**src/rtl/uart_pkg.sv**
```systemverilog
// Shared UART definitions: default data-path sizes and the FIFO status word
// that the CSR block maps into its status register.
package uart_pkg;

    localparam int UART_DATA_W     = 8;
    localparam int UART_FIFO_DEPTH = 16;

    typedef struct packed {
        logic empty;
        logic full;
        logic almost_empty;
        logic almost_full;
        logic overflow;
        logic underflow;
    } fifo_status_t;

endpackage

```
**src/rtl/uart_fifo_ram.sv**
```systemverilog
// Storage array for the UART FIFO: one synchronous write port and one
// asynchronous read port. Contents are deliberately not reset.
module uart_fifo_ram #(
    parameter int DATA_W = 8,
    parameter int DEPTH  = 16,
    parameter int AW     = $clog2(DEPTH)
) (
    input  logic              clk,
    input  logic              we,
    input  logic [AW-1:0]     waddr,
    input  logic [DATA_W-1:0] wdata,
    input  logic [AW-1:0]     raddr,
    output logic [DATA_W-1:0] rdata
);

    logic [DATA_W-1:0] mem [DEPTH];

    always_ff @(posedge clk) begin
        if (we) begin
            mem[waddr] <= wdata;
        end
    end

    assign rdata = mem[raddr];

endmodule

```
**src/rtl/uart_sync_fifo.sv**
```systemverilog
// Parametrised show-ahead synchronous FIFO for the UART TX/RX data paths,
// with almost-full/almost-empty levels, sticky error flags and flush.
module uart_sync_fifo
    import uart_pkg::*;
#(
    parameter int DATA_W = UART_DATA_W,
    parameter int DEPTH  = UART_FIFO_DEPTH,
    parameter int AFULL  = 12,
    parameter int AEMPTY = 2
) (
    input  logic                     clk,
    input  logic                     rstn,
    input  logic                     flush,
    input  logic                     push,
    input  logic [DATA_W-1:0]        data_in,
    input  logic                     pop,
    output logic [DATA_W-1:0]        data_out,
    output logic                     empty,
    output logic                     full,
    output logic                     almost_empty,
    output logic                     almost_full,
    output logic [$clog2(DEPTH):0]   count,
    input  logic                     clr_err,
    output logic                     overflow,
    output logic                     underflow
);

    localparam int AW = $clog2(DEPTH);
    localparam int CW = AW + 1;

    logic [AW-1:0]     wr_ptr;
    logic [AW-1:0]     rd_ptr;
    logic [CW-1:0]     cnt_q;
    logic              ovf_q;
    logic              udf_q;
    logic [DATA_W-1:0] rdata;
    logic              wr_ok;
    logic              rd_ok;
    logic              ovf_set;
    logic              udf_set;
    fifo_status_t      status;

    // Handshake: push/pop are single-cycle requests sampled on the rising edge.
    // A push is accepted unless the FIFO is full with no simultaneous pop; a pop
    // is accepted only when the FIFO holds data. Refused requests set the sticky
    // error flags. Flush suppresses both requests and any flag setting.
    assign wr_ok   = ~flush & push & (~status.full | pop);
    assign rd_ok   = ~flush & pop & ~status.empty;
    assign ovf_set = ~flush & push & status.full & ~pop;
    assign udf_set = ~flush & pop & status.empty;

    uart_fifo_ram #(
        .DATA_W (DATA_W),
        .DEPTH  (DEPTH),
        .AW     (AW)
    ) u_ram (
        .clk   (clk),
        .we    (wr_ok),
        .waddr (wr_ptr),
        .wdata (data_in),
        .raddr (rd_ptr),
        .rdata (rdata)
    );

    always_ff @(posedge clk) begin
        if (!rstn) begin
            wr_ptr <= '0;
            rd_ptr <= '0;
            cnt_q  <= '0;
        end else if (flush) begin
            wr_ptr <= '0;
            rd_ptr <= '0;
            cnt_q  <= '0;
        end else begin
            if (wr_ok) begin
                wr_ptr <= wr_ptr + AW'(1);
            end
            if (rd_ok) begin
                rd_ptr <= rd_ptr + AW'(1);
            end
            cnt_q <= cnt_q + CW'(wr_ok) - CW'(rd_ok);
        end
    end

    // Set wins over clear so an error in the clearing cycle is never lost.
    always_ff @(posedge clk) begin
        if (!rstn) begin
            ovf_q <= 1'b0;
            udf_q <= 1'b0;
        end else begin
            ovf_q <= ovf_set | (ovf_q & ~clr_err);
            udf_q <= udf_set | (udf_q & ~clr_err);
        end
    end

    assign status.empty        = (cnt_q == '0);
    assign status.full         = (cnt_q == CW'(DEPTH));
    assign status.almost_empty = (cnt_q <= CW'(AEMPTY));
    assign status.almost_full  = (cnt_q >= CW'(AFULL));
    assign status.overflow     = ovf_q;
    assign status.underflow    = udf_q;

    assign empty        = status.empty;
    assign full         = status.full;
    assign almost_empty = status.almost_empty;
    assign almost_full  = status.almost_full;
    assign overflow     = status.overflow;
    assign underflow    = status.underflow;
    assign count        = cnt_q;
    assign data_out     = status.empty ? '0 : rdata;

endmodule

```
**config.mk**
```make
export PLATFORM = sky130hd
export DESIGN_NAME = uart_sync_fifo
export DESIGN_NICKNAME = d
export VERILOG_FILES = /design/src/rtl/uart_pkg.sv /design/src/rtl/uart_fifo_ram.sv /design/src/rtl/uart_sync_fifo.sv
export SDC_FILE = /design/constraint.sdc
export NUM_CORES = 1
export LEC_CHECK = 0
export ABC_AREA = 1
export BUFFER_PORTS_ARGS = -buffer_cell sky130_fd_sc_hd__buf_4
export CORE_UTILIZATION = 61
export CTS_CLUSTER_DIAMETER = 30
export DETAILED_ROUTE_END_ITERATION = 8
export PLACE_DENSITY = 0.92
export SLEW_MARGIN = 20
export SYNTH_ARGS = -nofsm -noshare
export SYNTH_HDL_FRONTEND = slang
export SYNTH_SLANG_ARGS = --single-unit
```
**constraint.sdc**
```tcl
create_clock -name clk -period 3.1 [get_ports clk]
set_input_delay 0.31 -clock clk [delete_from_list [all_inputs] [get_ports clk]]
set_output_delay 0.31 -clock clk [all_outputs]
set_load 0.005 [all_outputs]
```
==> impl_summary.log <==
[metrics] status: finished clean
[metrics] met2 Use GR: 0.4827
[metrics] critical path data arrival time: between 2 and 3 ns
[metrics] first-pass GRT wire length: ~24000 um
[metrics] clock network fraction of total power: 0.453
[metrics] number of buffers between clock root and the deepest sink: 2
[metrics] Routability Congestion: 0.8788
[metrics] peak-usage layer in the global routing report: met2
[metrics] pins over their slew limit: 0
[metrics] average vias per placed instance: 6.206
[metrics] share of total power in combinational logic: 0.066
[metrics] Cell Count, Final, Fillers Out: approximately 750
[metrics] total wirelength of the detailed-routed design: 14890 um
[metrics] number of global-route vias before repair: approximately 4700
[metrics] highest attainable clock frequency: around 350 MHz
[metrics] setup violation total in the final timing report: 0
[metrics] CP Max Fanout: 32
[metrics] root cell of the clock tree: clkbuf_8
[metrics] sequential element share of the synthesized area: 0.6716
[metrics] count of port buffers added during placement: 32
[metrics] transition time at the pin with the least slew margin: approximately 1.1 ns
[metrics] Pre-antenna DRT Iters: 8
[metrics] Setup TNS: 0 ns
[metrics] Final Critical Period: roughly 2.9 ns
[metrics] layout cells sized above 1: 0.1228
[metrics] Initial Util: 0.6376
[metrics] Worst Path Required: 2.79 ns
[metrics] max-slew headroom at the worst pin: 0.2482
[metrics] total vias in the final route: between 4000 and 5000
[metrics] Mapped Nets: 601
[metrics] vertical die dimension: 103.5 um
[metrics] Sequential Power Share: 0.481
[metrics] Post-CTS Repair Setup Buffers: 0
[metrics] met3 Track Usage GR: 0.09692
[metrics] GRT Total Usage: 0.2927
[metrics] Ant. Diodes: 0
[metrics] type of the worst setup path: register to output port
[metrics] endpoint kind of the worst setup timing path: output port
[metrics] detail-routed net length per standard cell: about 20 um
[metrics] ports placed on the boundary: 33
[metrics] remaining routing DRC violations: 0
[metrics] per-instance average area after synthesis: between 10 and 15 um2
[metrics] number of hold buffers added after cts: 0
[metrics] power density normalized to cell area: about 630 nW/um2
[metrics] Synth-to-Final Area Change: 13.89%
[metrics] cts bufs inserted: 17
[metrics] Synth warnings: 0
[metrics] worst vdd ir: 0.3893 mV
[metrics] unrepaired setup endpoints after global routing: false
[metrics] switching power: 1028 uW
[metrics] antenna violations before repair: 0
[metrics] Synth Register Bits: ~150
[metrics] total number of nets in the final design: 635
[metrics] post-route clock period utilization: 0.9250
[metrics] final setup skew: 0.005248 ns
[metrics] count of routing violations after the opening detailed-route iteration: a little under 600
[metrics] cell count after placement: a little over 700
[metrics] net switching fraction of the power: 0.2268
[metrics] leakage: about 0.0027 uW
[metrics] count of mapped cells out of synthesis: between 500 and 600
[metrics] # H-tree levels: 4
[metrics] Core Box Area: 9864 um2
[metrics] post-cts gate resize count: 0
[metrics] horizontal die dimension: roughly 100 um
[metrics] Die Area: between 10000 and 15000 um2
[metrics] combined area of all synthesized cells: 6290 um2
[metrics] clock tree from TritonCTS: built
[metrics] P_int: 3504 uW
[metrics] dpl hpwl: approximately 8600 um
[metrics] met1 capacity usage during global routing: 0.3383
[metrics] Row Count: 36
[metrics] DRT antenna net count: 0
[metrics] # clock sinks: between 100 and 150
[metrics] clk slew on worst S/H paths: approximately 0.060 ns
[metrics] final hold violations: 0
[metrics] startpoint class of the critical path: register
[metrics] clock insertion delay at the later pin of the skew report: ~0.53 ns
[metrics] pin count of the biggest net entering global routing: between 60 and 70
[metrics] total congestion overflow: 0
[metrics] class of the tightest hold or removal check: input pin to register
[metrics] count of maximum capacitance violations: 0
[metrics] number of unique standard cell types used by synthesis: 26
==> cell type report <==
class,instances,area [um2]
clock buffers,17,414.1
clock inverters,15,183.9
fillers,582,2701
inverters,28,105.1
multi-input cells,373,1750
flip-flops and latches,147,4225
well taps,133,166.4
repair buffers,39,317.8
==> cell usage after synthesis, drive strengths merged <==
library cell / number / share of area
dfxtp: 19 / 0.060
clkbuf: 5 / 0.0078
buf: 19 / 0.026
inv: 27 / 0.016
nand4: 1 / 0.0010
ha: 14 / 0.028
nand3: 103 / 0.082
xnor2: 1 / 0.0014
o21ai: 7 / 0.0056
fa: 1 / 0.0032
nor3: 2 / 0.0016
nor2: 30 / 0.018
nand2: 186 / 0.11
xor2: 3 / 0.0042
edfxtp: 128 / 0.61
a21oi: 23 / 0.018
o21bai: 1 / 0.0012
o21a: 1 / 0.0012
clkinv: 1 / 0.00060
==> flip-flops by register name (all words and copies together) (netlist names), named ones only <==
signal,count
rd_ptr,4
overflow,1
wr_ptr,4
u_ram.mem,128
count,5
underflow,1
==> per-layer routing <==
layer	up-vias	part of all wire
met3	83	0.11
met2	403	0.49
met5	-	0
li1	2029	-
met1	2152	0.35
met4	0	0.047
==> worst paths after layout <==
kind                  start           to  slack, ns  cells past startpoint
setup / recovery   register  data_out[2]       0.23                      7
hold / removal         rstn     overflow       0.04                      3
setup reg to reg   count[2]     count[4]       0.54                     13
hold reg to reg   underflow    underflow       0.48                      2
==> cells in the final DEF, fill, tap and decap left out, drive strengths merged, types with 2 or more instances in the layout <==
cell and n:
nand3 103, xor2 3, edfxtp 128, nand2 186, a21oi 23, o21ai 7
clkinv 9, clkbuf 17, buf 39, nor2 30, nor3 2, ha 14
clkinvlp 2, dfxtp 19, bufinv 3, inv 29
==> power by group through the flow <==
stage | logic, uW | registers, uW | clock network, uW
2_1_floorplan | 152 | 2220 | 0
3_3_place_gp | 268 | 2220 | 0
3_5_place_dp | 282 | 2220 | 0
4_1_cts | 291 | 2180 | 2060
5_1_grt | 321 | 2180 | 2140
6_report | 298 | 2180 | 2050
==> logic make-up (layout without fill, tap and decap cells) <==
logic type                 Yosys count  count (layout)  share of synthesized area
and+or+nand+nor                    322             322                     0.2154
AOI/OAI and AO/OA                   32              32                    0.02626
DFF                                147             147                     0.6716
buffers and inverters               52              99                    0.05013
adders and majority gates           15              15                    0.03103
xor gates and xnor gates             4               4                   0.005571
==> per-stage QoR <==
stage | setup slack, ns | total power, uW | hold slack [ns] | utilization | cell area (um2)
floorplan | 0.8200 | 2369 | 0.4089 | - | 6290
CTS | 0.2930 | 4528 | 0.01999 | 0.7262 | 7163
detailed placement | 0.5749 | 2503 | 0.4640 | 0.6655 | 6565
global placement | 0.6943 | 2486 | 0.4551 | 0.6655 | 6565
finish | 0.2325 | 4532 | 0.04202 | 0.7262 | 7163
global route | 0.1669 | 4639 | 0.03643 | 0.7262 | 7163
==> worst max-delay path, cell delays in order (launching register included) <==
cell and delay [ns]:
dfxtp_1 0.33, inv_1 0.82, nand3_1 0.24, nand3_1 0.20
nand2_1 0.09, nand2_1 0.09, a21oi_1 0.08, buf_4 0.16
Power figures use the tool's default switching activity.
